==> src/rtl/booth_r4_seq_mul_if.sv <==
// Operand/result handshake bundle for booth_r4_seq_mul.
//   master: requester/consumer side (drives operands, out_ready)
//   slave : multiplier side (drives in_ready, out_valid, out_product)
// Signals: in_valid/in_ready/in_signed/in_a/in_b (operand channel),
//          out_valid/out_ready/out_product (result channel).
interface booth_r4_seq_mul_if #(
  parameter int WIDTH = 32
);
  logic                 in_valid;
  logic                 in_ready;
  logic                 in_signed;
  logic [WIDTH-1:0]     in_a;
  logic [WIDTH-1:0]     in_b;
  logic                 out_valid;
  logic                 out_ready;
  logic [2*WIDTH-1:0]   out_product;

  modport master (
    output in_valid, in_signed, in_a, in_b, out_ready,
    input  in_ready, out_valid, out_product
  );

  modport slave (
    input  in_valid, in_signed, in_a, in_b, out_ready,
    output in_ready, out_valid, out_product
  );
endinterface

==> src/rtl/booth_r4_seq_mul.sv <==
// Multi-cycle radix-4 Booth multiplier, signed or unsigned per operation.
// Sums PP_PER_CYCLE Booth partial products per BUSY cycle into a 2*WIDTH
// accumulator; result is held until the consumer takes it.
// Ports:
//   clk   - clock, rising edge
//   rst_n - synchronous active-low reset
//   bus   - booth_r4_seq_mul_if.slave (operand and result handshakes)
// Optional: define BOOTH_EARLY_TERM_EN to finish as soon as the remaining
//   multiplier bits can only produce zero-valued segments.
//
// state | meaning
// IDLE  | waiting for an operand, in_ready=1
// BUSY  | accumulating partial products
// DONE  | product valid, waiting for out_ready
module booth_r4_seq_mul #(
  parameter int WIDTH        = 32,
  parameter int PP_PER_CYCLE = 2
) (
  input logic             clk,
  input logic             rst_n,
  booth_r4_seq_mul_if.slave bus
);
  localparam int NSEG = WIDTH/2 + 1;
  localparam int ITER = (NSEG + PP_PER_CYCLE - 1) / PP_PER_CYCLE;
  localparam int YW   = 2*ITER*PP_PER_CYCLE;
  localparam int PW   = 2*WIDTH;
  localparam int CW   = (ITER > 1) ? $clog2(ITER) : 1;

  typedef enum logic [1:0] {IDLE, BUSY, DONE} state_t;

  state_t          state_q, state_d;
  logic [PW-1:0]   x_q, x_d;       // multiplicand, pre-shifted by consumed segments
  logic [YW-1:0]   y_q, y_d;       // unconsumed multiplier bits, LSB = next segment
  logic            ylsb_q, ylsb_d; // overlap bit Y[2j-1] of the next segment
  logic [PW-1:0]   acc_q, acc_d;
  logic [PW-1:0]   prod_q, prod_d;
  logic [CW-1:0]   cnt_q, cnt_d;

  logic            accept;
  logic            last;
  logic [YW:0]     ye;
  logic [2:0]      seg;
  logic [PW-1:0]   mag;
  logic            neg;
  logic [PW-1:0]   pp_sum;

  // State register
  always_ff @(posedge clk) begin
    if (!rst_n) state_q <= IDLE;
    else        state_q <= state_d;
  end

  // Next state
  always_comb begin
    state_d = state_q;
    case (state_q)
      IDLE: if (bus.in_valid) state_d = BUSY;
      BUSY: if (last) state_d = DONE;
      DONE: if (bus.out_ready) state_d = bus.in_valid ? BUSY : IDLE;
      default: state_d = IDLE;
    endcase
  end

  // Outputs
  always_comb begin
    bus.in_ready    = (state_q == IDLE) || ((state_q == DONE) && bus.out_ready);
    bus.out_valid   = (state_q == DONE);
    bus.out_product = prod_q;
  end

  assign accept = bus.in_valid && bus.in_ready;

  // Booth partial products for this cycle's segments
  always_comb begin
    ye     = {y_q, ylsb_q};
    pp_sum = '0;
    seg    = 3'b000;
    mag    = '0;
    neg    = 1'b0;
    for (int i = 0; i < PP_PER_CYCLE; i++) begin
      seg = ye[2*i+2 -: 3];
      mag = '0;
      neg = 1'b0;
      case (seg)
        3'b001, 3'b010: mag = x_q;
        3'b011:         mag = x_q << 1;
        3'b100: begin   mag = x_q << 1; neg = 1'b1; end
        3'b101, 3'b110: begin mag = x_q; neg = 1'b1; end
        default: ;
      endcase
      // negation as inverted magnitude plus a one at the segment's LSB weight
      if (neg) pp_sum = pp_sum + ((~mag) << (2*i)) + (PW'(1) << (2*i));
      else     pp_sum = pp_sum + (mag << (2*i));
    end
  end

  always_comb begin
    last = (cnt_q == CW'(ITER-1));
`ifdef BOOTH_EARLY_TERM_EN
    begin
      logic [YW-1:0] rem;
      // remaining bits (overlap bit included) all equal -> remaining segments are zero
      rem  = YW'($signed(y_q) >>> (2*PP_PER_CYCLE-1));
      last = last || (rem == '0) || (&rem);
    end
`endif
  end

  // Datapath next values
  always_comb begin
    x_d    = x_q;
    y_d    = y_q;
    ylsb_d = ylsb_q;
    acc_d  = acc_q;
    prod_d = prod_q;
    cnt_d  = cnt_q;
    if (accept) begin
      x_d    = {{WIDTH{bus.in_signed & bus.in_a[WIDTH-1]}}, bus.in_a};
      y_d    = {{(YW-WIDTH){bus.in_signed & bus.in_b[WIDTH-1]}}, bus.in_b};
      ylsb_d = 1'b0;
      acc_d  = '0;
      cnt_d  = '0;
    end else if (state_q == BUSY) begin
      x_d    = x_q << (2*PP_PER_CYCLE);
      y_d    = YW'($signed(y_q) >>> (2*PP_PER_CYCLE));
      ylsb_d = y_q[2*PP_PER_CYCLE-1];
      acc_d  = acc_q + pp_sum;
      cnt_d  = cnt_q + CW'(1);
      if (last) prod_d = acc_q + pp_sum;
    end
  end

  always_ff @(posedge clk) begin
    if (!rst_n) begin
      x_q    <= '0;
      y_q    <= '0;
      ylsb_q <= 1'b0;
      acc_q  <= '0;
      prod_q <= '0;
      cnt_q  <= '0;
    end else begin
      x_q    <= x_d;
      y_q    <= y_d;
      ylsb_q <= ylsb_d;
      acc_q  <= acc_d;
      prod_q <= prod_d;
      cnt_q  <= cnt_d;
    end
  end
endmodule
==> src/flat_wrapper.sv <==
// flat-port wrapper written by rule: the top's interface ports become plain ports
module booth_r4_seq_mul_flat 
#(
  parameter int WIDTH        = 32,
  parameter int PP_PER_CYCLE = 2
)
  (clk, rst_n, bus_in_valid, bus_in_signed, bus_in_a, bus_in_b, bus_out_ready, bus_in_ready, bus_out_valid, bus_out_product);
  booth_r4_seq_mul_if #(.WIDTH(WIDTH)) bus_i ();
  input logic clk;
  input logic rst_n;
  input wire logic [$bits(bus_i.in_valid)-1:0] bus_in_valid;
  input wire logic [$bits(bus_i.in_signed)-1:0] bus_in_signed;
  input wire logic [$bits(bus_i.in_a)-1:0] bus_in_a;
  input wire logic [$bits(bus_i.in_b)-1:0] bus_in_b;
  input wire logic [$bits(bus_i.out_ready)-1:0] bus_out_ready;
  output wire logic [$bits(bus_i.in_ready)-1:0] bus_in_ready;
  output wire logic [$bits(bus_i.out_valid)-1:0] bus_out_valid;
  output wire logic [$bits(bus_i.out_product)-1:0] bus_out_product;
  assign bus_i.in_valid = bus_in_valid;
  assign bus_i.in_signed = bus_in_signed;
  assign bus_i.in_a = bus_in_a;
  assign bus_i.in_b = bus_in_b;
  assign bus_i.out_ready = bus_out_ready;
  assign bus_in_ready = bus_i.in_ready;
  assign bus_out_valid = bus_i.out_valid;
  assign bus_out_product = bus_i.out_product;
  booth_r4_seq_mul #(.WIDTH(WIDTH), .PP_PER_CYCLE(PP_PER_CYCLE)) u_core (.clk(clk), .rst_n(rst_n), .bus(bus_i));
endmodule
==> config.mk <==
export PLATFORM = sky130hd
export DESIGN_NAME = booth_r4_seq_mul_flat
export DESIGN_NICKNAME = d
export VERILOG_FILES = /design/src/rtl/booth_r4_seq_mul_if.sv /design/src/rtl/booth_r4_seq_mul.sv /design/src/flat_wrapper.sv
export SDC_FILE = /design/constraint.sdc
export NUM_CORES = 1
export LEC_CHECK = 0
export CAP_MARGIN = 30
export CORE_UTILIZATION = 56
export DETAILED_ROUTE_END_ITERATION = 7
export PLACE_DENSITY = 0.88
export RECOVER_POWER = 50
export SLEW_MARGIN = 20
export SYNTH_ARGS = -nofsm -noshare
export SYNTH_HDL_FRONTEND = slang
export SYNTH_SLANG_ARGS = --single-unit
==> constraint.sdc <==
create_clock -name clk -period 10.2 [get_ports clk]
set_input_delay 2.55 -clock clk [delete_from_list [all_inputs] [get_ports clk]]
set_output_delay 2.55 -clock clk [all_outputs]
set_load 0.005 [all_outputs]
==> impl_metrics.json, run 1 <==
{
  "gr-total-overflow": 0,
  "fp.dieW_um": 210,
  "synth_compound_area_share_pct": 32.4,
  "postPlaceCellArea_um2": 25700,
  "start_util_pct": 57.2,
  "num_rows": 75,
  "drt_iter0_drc": 2389,
  "io_pins": 135,
  "synth_xor_area_share_pct": 8.54,
  "wirelength_mm": 70.8,
  "cp_common_cell": "a21o_1",
  "critPathCaptureType": "flip-flop",
  "vias": 25000,
  "grt_pass1_wl_mm": 114,
  "synthTopCellsByArea": "dfxtp_1 (19%), ha_1 (13%), a21oi_1 (10%)",
  "finalWeightedCongestion": 1.03,
  "tns_ns": 0,
  "syn_area_um2": 24200,
  "mostFrequentLayoutCell": "a21oi_1",
  "syn_inst": 3448,
  "cts_buffers": 27,
  "critPathMaxFanout": 15,
  "ant_nets": 0,
  "post-dp-hpwl_mm": 53.3,
  "grt_pass1_vias": 22500,
  "synth_mux_area_share_pct": 0.812,
  "avgSynthCellArea_um2": 7.02,
  "cap_viol_max_count": 4,
  "antennaDiodeCount": 0,
  "period_minus_slack_ns": 9.43,
  "synth_edf_count": 0,
  "crit_type": "reg2reg",
  "layout-drive-gt1-share_pct": 3.62,
  "finClkSkew_ns": 0.0419,
  "grt_use_total_pct": 31.1,
  "synth-seq-area-share_pct": 19.3,
  "layout_common_cells": "a21oi_1 (490), nand2_1 (486), ha_1 (252)",
  "synth-main-ff-cell": "dfxtp_1",
  "setup_viol": 0,
  "yosys_warnings": 0,
  "final_area_um2": 26600,
  "p_leak_nw": 10.8,
  "via_per_inst": 6.23,
  "ys_types": 81,
  "nets": 3735,
  "drt_drc_violations_left": 0,
  "die-area_um2": 44000,
  "cts_max_path_buffers": 3,
  "hold_viol": 0,
  "cts_max_level": 1,
  "area_growth_pct": 9.80,
  "antenna_found_initial": 0,
  "holdBufCountCts": 0,
  "yosys.area_share.adder_pct": 13.3,
  "synth_simple_gate_area_share_pct": 19.0,
  "clk_latency_ns": 0.58,
  "final_cells": 4006,
  "grt_max_degree": 70,
  "finalMaxSlewViolations": 232,
  "dp_cells": 3958,
  "wire_per_inst_um": 17.7,
  "numPortBuffers": 134,
  "worst_ep_required_time_ns": 10.70,
  "crit_slowest_cell": "dfxtp_1",
  "violations": "max-capacitance violations, max-slew violations",
  "worst_path_largest_cell_delay_ns": 0.51,
  "startpoint_type": "flip-flop",
  "fill_cells": 3884,
  "synth-seq-cells": 233,
  "rsz0062_at_grt": "no",
  "period_share_pct": 92.4,
  "core_um2": 42300,
  "path_clk_slew_ns": 0.06,
  "async_flop_share_pct": 0,
  "syn_nets": 3773,
  "dr.pass1.iters": 6,
  "fmax_mhz": 106,
  "worst_pin_slew_ns": 3.23,
  "synth_top_family_by_area": "compound AO/OA/AOI/OAI gates",
  "slew_headroom_pct": -115,
  "yosys.area.top_type": "dfxtp_1",
  "synthDominantCellAreaShare_pct": 19.3,
  "cts_tree": "done",
  "critPathArrivalTime_ns": 9.93,
  "cts-root-buf": "clkbuf_16",
  "die_y_um": 210,
  "ctsResizeCount": 0,
  "cts_setup_buffers": 0,
  "outcome": "finished with violations",
  "min_path_type": "reg2reg",
  "ir_worst_vdd_mv": 0.133,
  "cts_sinks": 233,
  "power_density_nw_per_um2": 161
}
[metrics by stage]
stage,hold WS [ns],setup slack [ns],utilization (%),power [W]
CTS,0.455,0.839,62.8,0.00423
global placement,0.437,0.982,60.6,0.00319
floorplan,0.432,0.572,-,0.00272
detailed placement,0.446,0.831,60.6,0.00321
finish,0.449,0.772,62.8,0.00428
global route,0.466,0.0665,62.8,0.00455
[flip-flops by register name (all words and copies together), names as in the netlist]
signal and flops:
u_core.acc_q 64, u_core.bus.out_product 64, u_core.cnt_q 4, u_core.state_q 2, u_core.x_q 64, u_core.y_q 34
u_core.ylsb_q 1
[layer usage]
metal,global-route usage (%),wire (µm),vias to the layer above
li1,-,-,12200
met1,44.5,32200,11400
met2,47.7,29800,1178
met3,4.68,6530,157
met4,9.84,2270,0
met5,0,0,-
[cells by family after synthesis]
logic type | Yosys count
compound gates | 1258
simple gates | 1030
buf+inv | 419
fa+ha+maj | 256
xor+xnor | 233
flops | 233
mux | 19
[cells in the mapped netlist, types with 8 or more instances]
library cell,number
o21bai_1,49
nor4_1,9
a31o_2,8
dfxtp_1,233
a22oi_1,96
a22o_1,64
o21ai_0,242
nand2b_1,25
a221oi_1,17
a21o_1,76
mux2i_1,14
xnor2_1,159
ha_1,253
buf_1,30
xor2_1,72
o31ai_1,28
a211oi_1,36
nor3_1,41
nand4_1,41
nor2b_1,23
and3_1,22
or2_2,11
clkbuf_1,197
nand3_1,81
a21oi_1,490
a221o_1,11
and2_1,15
a2111oi_0,8
nor2_1,223
a31oi_1,30
or3_1,18
nand2_1,487
o211ai_1,17
a21boi_0,8
inv_1,183
o21a_1,17
[final cells by class]
| type | instances | area, µm² | area share, % |
|---|---|---|---|
| clock buffers | 35 | 756 | 2.84 |
| clock inverters | 13 | 174 | 0.655 |
| inverters | 183 | 688 | 2.59 |
| multi-input cells | 2796 | 18000 | 67.7 |
| flip-flops and latches | 233 | 4670 | 17.6 |
| well taps | 577 | 722 | 2.72 |
| repair buffers | 169 | 1590 | 5.97 |
[worst paths after layout]
kind | start | end | slack [ns] | cells after the start
setup / recovery | u_core.y_q[0] | u_core.acc_q[62] | 0.77 | 41
hold / removal | u_core.bus.out_product[38] | u_core.bus.out_product[38] | 0.45 | 2
setup reg to reg | u_core.y_q[0] | u_core.acc_q[62] | 0.77 | 41
hold reg to reg | u_core.bus.out_product[38] | u_core.bus.out_product[38] | 0.45 | 2
[power breakdown]
group | total (W) | leakage [nW] | switching [W] | internal [W]
combinational | 0.00223 | 8.46 | 0.00137 | 0.000859
sequential | 0.00104 | 1.90 | 0.0000768 | 0.000958
clock | 0.00101 | 0.449 | 0.000409 | 0.000602
total | 0.00428 | 10.8 | 0.00186 | 0.00242
[worst max-delay path: cells and delay by family, from the launching register on]
family,cells,cell delay (ns)
buffers and inverters,4,0.72
AO/OA/AOI/OAI,19,3.98
adder cells (fa/ha/maj),4,1.42
flip-flops,1,0.51
XOR/XNOR,4,0.62
AND/OR/NAND/NOR,10,2.13
(Power assumes the default switching activity.)
==> run 2: changes to the inputs <==
--- a/config.mk
+++ b/config.mk
@@ -7,9 +7,11 @@
 export LEC_CHECK = 0
 export CAP_MARGIN = 30
 export CORE_UTILIZATION = 56
+export CTS_CLUSTER_DIAMETER = 200
 export DETAILED_ROUTE_END_ITERATION = 7
 export PLACE_DENSITY = 0.88
 export RECOVER_POWER = 50
+export SETUP_SLACK_MARGIN = 0.4
 export SLEW_MARGIN = 20
 export SYNTH_ARGS = -nofsm -noshare
 export SYNTH_HDL_FRONTEND = slang
==> run 2 against run 1 <==
Effect of this change:
- the flow still finishes with violations (max-capacitance violations, max-slew violations)
- core utilization barely moved
- routed wire length about the same
- critical path depth decreased by 34
- die area stayed put
- power rose by 0.15%
- clock power about the same
- count of clock-buffer cells in the layout stayed put
- setup slack gained 0.0038 ns
- largest power group unchanged
- highest routed layer unchanged
==> impl_metrics.json, run 2 (same netlist as run 1, synthesis figures left out) <==
{
  "ctsResizeCount": 0,
  "total_power_w": 0.00429,
  "period_share_pct": 92.4,
  "vias": 25100,
  "ant_nets": 0,
  "holdBufCountCts": 0,
  "die-area_um2": 44000,
  "layout_common_cells": "a21oi_1 (490), nand2_1 (486), ha_1 (251)",
  "cts-root-buf": "clkbuf_16",
  "rsz0062_at_grt": "no",
  "cts_setup_buffers": 0,
  "finClkSkew_ns": 0.0400,
  "antennaDiodeCount": 0,
  "finalMaxSlewViolations": 357,
  "mostFrequentLayoutCell": "a21oi_1",
  "grt_pass1_wl_mm": 114,
  "post-dp-hpwl_mm": 53.3,
  "violations": "max-capacitance violations, max-slew violations",
  "post-route-util_pct": 62.8,
  "drt_drc_violations_left": 0,
  "drt_iter0_drc": 2420,
  "grt_pass1_vias": 22500,
  "crit_type": "in2reg",
  "area_growth_pct": 9.87,
  "whs_ns": 0.449,
  "slew_headroom_pct": -119,
  "crit_slowest_cell": "clkinvlp_2",
  "core_um2": 42300,
  "worst_pin_slew_ns": 3.28,
  "antenna_found_initial": 0,
  "nets": 3735,
  "start_util_pct": 57.2,
  "via_per_inst": 6.27,
  "power_density_nw_per_um2": 161,
  "startpoint_type": "input pin",
  "layout-drive-gt1-share_pct": 3.70,
  "clk_latency_ns": 0.58,
  "wire_per_inst_um": 17.7,
  "period_minus_slack_ns": 9.42,
  "cts_buffers": 27,
  "critPathMaxFanout": 69,
  "post-place-ws_ns": 0.831,
  "hold_viol": 0,
  "fill_cells": 3877,
  "outcome": "finished with violations",
  "cts_max_level": 1,
  "cap_viol_max_count": 6,
  "path_clk_slew_ns": 0.06,
  "numPortBuffers": 134,
  "cp_common_cell": "clkbuf_1",
  "grt_max_degree": 70,
  "critPathCaptureType": "flip-flop",
  "min_path_type": "reg2reg",
  "crit_path_cell_trace": "dlygate4sd3_1 -> clkbuf_1 -> clkinvlp_2 -> clkbuf_1 -> or3_1 -> mux2i_1 -> a311o_1",
  "setup_viol": 0,
  "p_leak_nw": 10.8,
  "fmax_mhz": 106,
  "worst_path_largest_cell_delay_ns": 2.76,
  "gr-total-overflow": 0,
  "cts_max_path_buffers": 3,
  "tns_ns": 0,
  "ir_worst_vdd_mv": 0.132,
  "critPathArrivalTime_ns": 9.92,
  "fp.dieW_um": 210,
  "worst_ep_required_time_ns": 10.70,
  "num_rows": 75,
  "grt_use_total_pct": 31.1,
  "finalWeightedCongestion": 1.03,
  "io_pins": 135,
  "cts_tree": "done",
  "die_y_um": 210,
  "cts_sinks": 233,
  "wirelength_mm": 70.8,
  "dr.pass1.iters": 6,
  "setup_slack_ns": 0.776
}
[run 2: worst paths after layout]
check,startpoint,end,slack (ns),depth (start not counted)
worst max-delay path,rst_n,u_core.bus.out_product[47],0.78,7
worst min-delay path,u_core.bus.out_product[38],u_core.bus.out_product[38],0.45,2
worst max register to register,u_core.y_q[1],u_core.acc_q[62],1.02,41
worst min register to register,u_core.bus.out_product[38],u_core.bus.out_product[38],0.45,2
[run 2: stage by stage]
step                cell area [µm²]  cells
floorplan                     24200   3448
global placement              25600   3956
detailed placement            25700   3958
CTS                           26600   4006
global route                  26600   4006
finish                        26600   4006
[run 2: final cells by class]
class | count | area (µm²) | area share, %
clock buffer | 35 | 756 | 2.84
tap | 577 | 722 | 2.72
clock inverter | 13 | 174 | 0.654
timing repair buffer | 169 | 1580 | 5.94
multi-input combinational | 2796 | 18000 | 67.7
inverter | 183 | 688 | 2.59
sequential | 233 | 4670 | 17.6
[run 2: where the power goes]
part | internal, W | switching, W | total [W]
registers | 0.000959 | 0.0000775 | 0.00104
clock network | 0.000602 | 0.000409 | 0.00101
logic | 0.000863 | 0.00137 | 0.00224
[run 2: worst max-delay path, delay by kind of cell]
family | cells | cell delay (ns)
compound gates | 1 | 0.14
buf+inv | 4 | 6.30
mux | 1 | 0.14
simple gates | 1 | 0.76
[run 2: layer usage]
metal	track usage (%)	wire [µm]	up-vias
met5	0	0	-
met4	9.84	2280	0
met3	4.68	6390	160
met2	47.7	29800	1195
met1	44.5	32400	11500
li1	-	-	12200
